$ cat config.mk
export PLATFORM = sky130hd
export DESIGN_NAME = axil_ctrl_regs
export DESIGN_NICKNAME = d
export VERILOG_FILES = /design/src/rtl/axil_ctrl_regs_pkg.sv /design/src/rtl/axil_addr_decode.sv /design/src/rtl/axil_ctrl_regs.sv
export SDC_FILE = /design/constraint.sdc
export NUM_CORES = 1
export LEC_CHECK = 0
export BUFFER_PORTS_ARGS = -buffer_cell sky130_fd_sc_hd__buf_2
export CORE_AREA = 2 2 277 279
export DETAILED_ROUTE_END_ITERATION = 16
export DIE_AREA = 0 0 279 281
export GPL_ROUTABILITY_DRIVEN = 1
export GPL_TIMING_DRIVEN = 0
export PLACE_DENSITY = 0.54
export SKIP_LAST_GASP = 1
export SLEW_MARGIN = 5
export SYNTH_ARGS = -nofsm -noshare
export SYNTH_HDL_FRONTEND = slang
export SYNTH_SLANG_ARGS = --single-unit
export TNS_END_PERCENT = 30
$ cat constraint.sdc
create_clock -name axil_aclk -period 3.3 [get_ports axil_aclk]
set_input_delay 0.33 -clock axil_aclk [delete_from_list [all_inputs] [get_ports axil_aclk]]
set_output_delay 0.33 -clock axil_aclk [all_outputs]
set_load 0.005 [all_outputs]
$ cat src/rtl/axil_ctrl_regs_pkg.sv
// Shared types and constants for the AXI4-Lite control register block.
package axil_ctrl_regs_pkg;

   typedef enum logic [1:0] {
      W_IDLE = 2'd0,
      W_ADDR = 2'd1,
      W_DATA = 2'd2,
      W_RESP = 2'd3
   } wr_state_t;

   typedef enum logic {
      R_IDLE = 1'b0,
      R_DATA = 1'b1
   } rd_state_t;

   localparam logic [1:0] RESP_OKAY   = 2'b00;
   localparam logic [1:0] RESP_SLVERR = 2'b10;

   localparam logic [5:0] RO_ID_IDX     = 6'd0;
   localparam logic [5:0] RO_STATUS_IDX = 6'd1;

endpackage

$ cat src/rtl/axil_addr_decode.sv
// Byte address to register slot decode: index, error and read-only flags.
module axil_addr_decode
   import axil_ctrl_regs_pkg::*;
#(
   parameter int NUM_REGS = 16
) (
   input  logic [31:0] i_addr,
   output logic [5:0]  o_index,
   output logic        o_err,
   output logic        o_ro
);

   localparam logic [6:0] LP_NUM = 7'(NUM_REGS);

   // Upper address bits alias onto the 256-byte window.
   logic w_unused;
   assign w_unused = ^i_addr[31:8];

   assign o_index = i_addr[7:2];
   assign o_err   = (i_addr[1:0] != 2'b00)
                 || ({1'b0, i_addr[7:2]} >= LP_NUM);
   assign o_ro    = (o_index == RO_ID_IDX)
                 || (o_index == RO_STATUS_IDX);

endmodule

$ cat src/rtl/axil_ctrl_regs.sv
// AXI4-Lite slave exposing NUM_REGS 32-bit control registers.
module axil_ctrl_regs
   import axil_ctrl_regs_pkg::*;
#(
   parameter int          NUM_REGS = 16,
   parameter logic [31:0] ID_VALUE = 32'h4D45_4E31
) (
   input  logic                     axil_aclk,
   input  logic                     axil_rst,
   input  logic                     s_axil_awvalid,
   output logic                     s_axil_awready,
   input  logic [31:0]              s_axil_awaddr,
   input  logic                     s_axil_wvalid,
   output logic                     s_axil_wready,
   input  logic [31:0]              s_axil_wdata,
   output logic                     s_axil_bvalid,
   output logic [1:0]               s_axil_bresp,
   input  logic                     s_axil_bready,
   input  logic                     s_axil_arvalid,
   output logic                     s_axil_arready,
   input  logic [31:0]              s_axil_araddr,
   output logic                     s_axil_rvalid,
   output logic [31:0]              s_axil_rdata,
   output logic [1:0]               s_axil_rresp,
   input  logic                     s_axil_rready,
   input  logic [31:0]              status_in,
   output logic [NUM_REGS*32-1:0]   reg_out,
   output logic [NUM_REGS-1:0]      reg_wr_pulse
);

   wr_state_t   r_wstate;
   logic        r_awready;
   logic        r_wready;
   logic        r_bvalid;
   logic [1:0]  r_bresp;
   logic [31:0] r_awaddr;
   logic [31:0] r_wdata;

   rd_state_t   r_rstate;
   logic        r_arready;
   logic        r_rvalid;
   logic [31:0] r_rdata;
   logic [1:0]  r_rresp;

   logic        w_aw_hs;
   logic        w_w_hs;
   logic        w_ar_hs;
   logic        w_commit;
   logic [31:0] w_waddr;
   logic [31:0] w_wdat;
   logic [5:0]  w_widx;
   logic        w_werr;
   logic        w_wro;
   logic        w_wbad;
   logic [5:0]  w_ridx;
   logic        w_rerr;
   logic        w_rro;
   logic [31:0] w_rd_word;
   logic [31:0] w_slots [NUM_REGS];

   assign w_aw_hs = s_axil_awvalid & r_awready;
   assign w_w_hs  = s_axil_wvalid & r_wready;
   assign w_ar_hs = s_axil_arvalid & r_arready;

   // The write commits on the edge that completes the later handshake.
   assign w_commit = ((r_wstate == W_IDLE) & w_aw_hs & w_w_hs)
                   | ((r_wstate == W_ADDR) & w_w_hs)
                   | ((r_wstate == W_DATA) & w_aw_hs);

   assign w_waddr = (r_wstate == W_ADDR) ? r_awaddr : s_axil_awaddr;
   assign w_wdat  = (r_wstate == W_DATA) ? r_wdata : s_axil_wdata;
   assign w_wbad  = w_werr | w_wro;

   axil_addr_decode #(.NUM_REGS(NUM_REGS)) u_wr_dec (
      .i_addr  (w_waddr),
      .o_index (w_widx),
      .o_err   (w_werr),
      .o_ro    (w_wro)
   );

   axil_addr_decode #(.NUM_REGS(NUM_REGS)) u_rd_dec (
      .i_addr  (s_axil_araddr),
      .o_index (w_ridx),
      .o_err   (w_rerr),
      .o_ro    (w_rro)
   );

   for (genvar g = 0; g < NUM_REGS; g++) begin : g_slot
      if (g == 0) begin : g_id
         assign w_slots[g]      = ID_VALUE;
         assign reg_wr_pulse[g] = 1'b0;
      end else if (g == 1) begin : g_status
         assign w_slots[g]      = status_in;
         assign reg_wr_pulse[g] = 1'b0;
      end else begin : g_rw
         logic        w_we;
         logic [31:0] r_val;
         logic        r_pls;
         assign w_we = w_commit & ~w_wbad & (w_widx == 6'(g));
         always_ff @(posedge axil_aclk) begin
            if (axil_rst) begin
               r_val <= '0;
               r_pls <= 1'b0;
            end else begin
               r_pls <= w_we;
               if (w_we) r_val <= w_wdat;
            end
         end
         assign w_slots[g]      = r_val;
         assign reg_wr_pulse[g] = r_pls;
      end
      assign reg_out[g*32 +: 32] = w_slots[g];
   end

   always_ff @(posedge axil_aclk) begin
      if (axil_rst) begin
         r_wstate  <= W_IDLE;
         r_awready <= 1'b0;
         r_wready  <= 1'b0;
         r_bvalid  <= 1'b0;
         r_bresp   <= RESP_OKAY;
         r_awaddr  <= '0;
         r_wdata   <= '0;
      end else if (w_commit) begin
         r_wstate  <= W_RESP;
         r_awready <= 1'b0;
         r_wready  <= 1'b0;
         r_bvalid  <= 1'b1;
         r_bresp   <= w_wbad ? RESP_SLVERR : RESP_OKAY;
      end else begin
         unique case (r_wstate)
            W_IDLE: begin
               if (w_aw_hs) begin
                  r_wstate  <= W_ADDR;
                  r_awaddr  <= s_axil_awaddr;
                  r_awready <= 1'b0;
                  r_wready  <= 1'b1;
               end else if (w_w_hs) begin
                  r_wstate  <= W_DATA;
                  r_wdata   <= s_axil_wdata;
                  r_awready <= 1'b1;
                  r_wready  <= 1'b0;
               end else begin
                  r_awready <= 1'b1;
                  r_wready  <= 1'b1;
               end
            end
            W_ADDR: ;
            W_DATA: ;
            W_RESP: begin
               if (s_axil_bready) begin
                  r_wstate  <= W_IDLE;
                  r_bvalid  <= 1'b0;
                  r_awready <= 1'b1;
                  r_wready  <= 1'b1;
               end
            end
         endcase
      end
   end

   always_comb begin
      w_rd_word = 32'd0;
      if (w_rerr) begin
         w_rd_word = 32'd0;
      end else if (w_rro) begin
         w_rd_word = (w_ridx == RO_ID_IDX) ? ID_VALUE : status_in;
      end else begin
         for (int i = 0; i < NUM_REGS; i++) begin
            if (w_ridx == 6'(i)) w_rd_word = w_slots[i];
         end
      end
   end

   always_ff @(posedge axil_aclk) begin
      if (axil_rst) begin
         r_rstate  <= R_IDLE;
         r_arready <= 1'b0;
         r_rvalid  <= 1'b0;
         r_rdata   <= '0;
         r_rresp   <= RESP_OKAY;
      end else begin
         unique case (r_rstate)
            R_IDLE: begin
               if (w_ar_hs) begin
                  r_rstate  <= R_DATA;
                  r_arready <= 1'b0;
                  r_rvalid  <= 1'b1;
                  r_rdata   <= w_rd_word;
                  r_rresp   <= w_rerr ? RESP_SLVERR : RESP_OKAY;
               end else begin
                  r_arready <= 1'b1;
               end
            end
            R_DATA: begin
               if (s_axil_rready) begin
                  r_rstate  <= R_IDLE;
                  r_rvalid  <= 1'b0;
                  r_arready <= 1'b1;
               end
            end
         endcase
      end
   end

   assign s_axil_awready = r_awready;
   assign s_axil_wready  = r_wready;
   assign s_axil_bvalid  = r_bvalid;
   assign s_axil_bresp   = r_bresp;
   assign s_axil_arready = r_arready;
   assign s_axil_rvalid  = r_rvalid;
   assign s_axil_rdata   = r_rdata;
   assign s_axil_rresp   = r_rresp;

endmodule

Word-level counts from Yosys, hierarchy flattened --
Index checks and enable logic that the tools add are counted. W data, S select, Z words.
Operators by class: mux-type cells 46, bitwise operators 29, reductions and logical operators 21, order comparisons 2, equal/unequal tests 38
Operators with widths (count):
- $mux W32 | 19
- $eq A6 B4 Y1 const B | 16
- $eq A6 B3 Y1 const B | 8
- $mux W31 | 1
- $eq A6 B2 Y1 const B | 4
- $and A1 B1 Y1 | 22
- $mux W1 | 13
- $eq A6 B1 Y1 const B | 2
- $ge A6 B5 Y1 const B | 2
- $logic_not A6 Y1 | 2
- $mux W2 | 6
- $pmux W1 S2 | 5
- $reduce_bool A2 Y1 | 5
- $mux W8 | 1
- $reduce_and A2 Y1 | 4
- $ne A2 B2 Y1 const B | 3
- $reduce_and A3 Y1 | 2
- $eq A2 B2 Y1 const B | 2
- $logic_or A1 B1 Y1 | 4
- $ne A4 B4 Y1 const B | 1
- $not A1 Y1 | 4
- $pmux W2 S2 | 1
- $reduce_and A4 Y1 | 1
- $ne A3 B3 Y1 const B | 1
- other kinds (5) | 7
Storage, ports and cells: register bits 546, output and inout bits 569, word-level logic and storage cells 176, input bits 135

Depth between registers and ports, before layout --
word-level depth 19, mapped depth 10, gate-level depth less buffers 6

Cells and area by module --
A second synthesis with hierarchy kept.
Second synthesis, totals: cell total of the unflattened synthesis 2912, area total of the unflattened synthesis 24643.6 sq um
By module, submodules not included:
- axil_ctrl_regs | sequential area each 11370.9 sq um, area each 24516.0 sq um, instances 1, cells each 2894
- axil_addr_decode | sequential area each 0.0 sq um, area each 63.8 sq um, instances 2, cells each 9

Worst setup path after synthesis --
No wires, ideal clock.
path kind in2reg, start point input s_axil_araddr[7], end point register r_rdata[28], in the netlist s_axil_rdata[28], data required time 3156 ps, library setup time 144 ps, arrival 1940 ps, path buffers 2, stages on the path 7, slack 1217 ps, cell sequence or4b_1 clkbuf_1 clkbuf_1 nor2_1 a221oi_1 o21ai_0 o311ai_0
On the way: cells in the longest elaborated chain, start to end 18, elaborated cells on any way between the ends 37, classes of those cells order compare (1); eq/ne (15); mux (18); reduce/logical (3)
RTL lines:
- start, declared | line axil_ctrl_regs.sv:21 | input logic [31:0] s_axil_araddr,
- $eq A6 B1 Y1 | line axil_addr_decode.sv:23, axil_ctrl_regs.sv:170
- $mux W32 (15 in a row) | line axil_ctrl_regs.sv:170 | if (w_ridx == 6'(i)) w_rd_word = w_slots[i];
- $mux W32 | line axil_ctrl_regs.sv:166 | end else if (w_rro) begin
- $mux W32 (*) | line axil_ctrl_regs.sv:164 | if (w_rerr) begin
- end signal, assigned | line axil_ctrl_regs.sv:189 | r_rdata <= w_rd_word;
- end, declared | line axil_ctrl_regs.sv:42 | logic [31:0] r_rdata;
Mark *: on every way between the ends. The rest lies on a longest branch, timed or not. A chain may end at the register's enable or synchronous reset.

Final worst setup path --
start point input s_axil_araddr[3], end point register r_rdata[28], in the netlist s_axil_rdata[28]
The elaborated chain is that of the path after synthesis.

==> results.ini <==
[status]
status=complete, but fails checks
violations=setup timing

[drt]
vias=26700
wl_per_cell_microns=33.5
wl_met1_microns=54600
drt_iter0_drc=3592
wl_met3_microns=21100
ant_nets=0
drt_pass1_iterations=7
wl_met2_microns=65600
routed_wirelength_microns=152000
top_layer=met5
drc=0
vias_per_cell=5.88

[clock_network]
clk_pin_slew_ns=0.06
cts_tree=done
clockBufferDepth=3
numClockSinks=544
cts_setup_buffers=0
cts_max_level=2
clockRootBuffer=clkbuf_16
numCtsBuffers=58
clkLatencyLatePin_ns=0.64

[run]
drv_cap=0

[yosys]
async_flop_share=0
synthDistinctLibCells=66
synth-simple-area-share=0.141
synthAdderAreaFrac=0
ys_ff_latch=544
synth_area_per_cell_sq_um=8.76
synth-compound-area-share=0.265
muxShareOfSynthArea=0.0601
syn_inst=2753
synth-xor-area-share=0
synth_top_family_by_area=compound AO/OA/AOI/OAI gates
ys_seq_area_frac=0.452
synth_edf_count=0
ys.flop_type=dfxtp_1
ys_warn_count=0
syn_area_sq_mm=0.0241

[min_path]
min_path_cells=3
hold_class=in -> reg
hold_end=r_awaddr[3]$_SDFFE_PP0P_
min_from=s_axil_awaddr[3]

[critical_path]
startpoint=s_axil_araddr[3]
regToRegSetupSlack_ns=-0.22
worstSetupPathType=in -> reg
cp-start-kind=primary input
crit-reg2reg-capture=s_axil_rdata[28]$_SDFFE_PP0P_
rr_worst_depth=6
arrival_ns=4.24
r2r-start=r_rstate$_SDFF_PP0_
cp-end-kind=register
crit_required_ns=3.83
cp_max_fo=10

[floorplan]
die-height_microns=281
die_area_sq_mm=0.0784
start_util=0.320
std_cell_rows=101
core_area_sq_mm=0.0754
die_w_microns=279
ios=704

[timing]
max_freq_mhz=270
finalSetupViolCount=3
finClkSkew_ns=0.0124
fin_crit_ns=3.71
setup_ws_ns=-0.407
worst_pin_slew_ns=1.35
hold_viol=0
relSlewSlack=0.0937
fin_crit_sh=1.12
rsz0062_at_grt=true
slew_violations=0

[pwr]
p_per_area_mw_per_mm2=487
leakage_nw=12.7
peakVddDrop_v=0.000442

[grt]
grt_pass1_vias=24400
grt_overflow=0
track_usage=0.371
grt_max_degree=15
antenna_found_initial=7
grt_pass1_wl_microns=204000

[place]
dp_hpwl_microns=120000
gp_congestion=0.999
place_area_sq_mm=0.0286
dp_slack_ns=-0.938
io_buffers=618

[final_layout]
finalNetCount=3639
drive_gt1_frac=0.276
stdcell_area_sq_mm=0.0309
area_delta_synth_final_pct=28.2

worst max path at each step:
stage                                    end  slack (ns)  depth (start not counted)
3_3_place_gp   s_axil_rdata[28]$_SDFFE_PP0P_       -0.88                         10
2_1_floorplan  s_axil_rdata[28]$_SDFFE_PP0P_        1.22                          7
3_5_place_dp   s_axil_rdata[28]$_SDFFE_PP0P_       -0.94                         10
5_1_grt        s_axil_rdata[28]$_SDFFE_PP0P_       -0.14                         10
6_report       s_axil_rdata[28]$_SDFFE_PP0P_       -0.41                         10
4_1_cts        s_axil_rdata[28]$_SDFFE_PP0P_        0.05                         10
critical path, stage by stage:
cell and delay, ns:
buf_2 0.13, buf_2 0.25, nor2b_1 0.31, clkbuf_2 0.36, nand2_1 0.60, clkbuf_1 0.78
nor2_1 0.12, nor4_1 0.64, o21ai_0 0.49, o311ai_0 0.19
stage by stage:
step	std cells	TNS [ns]	utilization	hold WS, ns	total power [mW]
final	4534	-0.645	0.410	0.0249	15.1
after global routing	4533	-0.135	0.410	0.0385	15.3
after CTS	4531	0	0.410	0.00733	15.0
after detailed placement	4383	-13.41	0.379	0.442	8.21
after global placement	4383	-12.64	0.379	0.437	8.21
after floorplan	2787	0	-	0.429	7.54
cells in the mapped netlist (all sizes together) (4+ instances only):
master / n / area, sq um
a22o: 4 / 35.0
o211ai: 11 / 82.6
a221o: 14 / 140
nand3: 29 / 145
o22ai: 26 / 163
a31oi: 4 / 25.0
nor2: 517 / 1960
o21ai: 93 / 465
clkbuf: 148 / 556
a211oi: 464 / 3480
and3: 4 / 25.0
a2111oi: 4 / 35.0
a21oi: 134 / 671
dfxtp: 544 / 10900
mux2i: 102 / 1020
nor4: 8 / 68.8
nor2b: 25 / 156
nand2: 142 / 536
o221ai: 25 / 219
and2: 12 / 75.1
buf: 229 / 1430
nand3b: 6 / 45.0
nor3: 21 / 115
a22oi: 34 / 255
mux2: 18 / 203
or4: 4 / 30.0
a2bb2oi: 9 / 78.8
a222oi: 8 / 80.1
a221oi: 36 / 322
nand2b: 6 / 37.5
o2bb2ai: 12 / 105
mux4: 10 / 225
nor3b: 4 / 30.0
layer usage:
metal	global-route usage	up-vias
met4	0.207	2
met3	0.156	474
met2	0.572	1961
li1	-	11500
met5	0	-
met1	0.436	12700
cells in the final DEF (no fill, tap or decap), types with 35 or more instances in the layout:
master / n
nand2_1: 141
clkbuf_16: 59
buf_4: 117
a211oi_1: 464
mux2i_1: 102
a221oi_1: 35
buf_2: 726
o21ai_0: 87
a21oi_1: 134
dfxtp_1: 544
clkbuf_1: 165
conb_1: 36
nor2_1: 511
dlygate4sd3_1: 40
cell type report:
cell class	count	area, sq um
clock buffer	90	1710
timing repair buffer	658	3490
clock inverter	18	225
multi-input combinational	1865	11400
sequential	544	10900
buffer	376	1990
fill	7811	44500
antenna	4	10.0
tap	978	1220
inverter	1	3.75
sequential cells by signal, indices dropped and copies added, names as in the netlist, 2 cells and up:
register	cells
g_slot.g_rw.r_pls	14
g_slot.g_rw.r_val	448
r_awaddr	8
r_wdata	32
r_wstate	2
s_axil_rdata	32
logic make-up after synthesis:
group | after synthesis
AND/OR/NAND/NOR | 795
flip-flops | 544
multiplexers | 130
other | 2
AO/OA/AOI/OAI | 904
buffers and inverters | 378
report_power, final:
group / internal [mW] / switching (mW) / leakage, nW
clock: 3.95 / 2.94 / 0.955
sequential: 6.62 / 0.0400 / 4.38
combinational: 0.404 / 1.10 / 7.35
what timing repair did:
action	4_1_cts	5_1_grt
pin swaps	0	0
endpoints found under the hold margin	40	0
gates resized for setup	1	1
hold buffers	40	0
endpoints found under the setup margin	3	2
(Power assumes the default switching activity.)
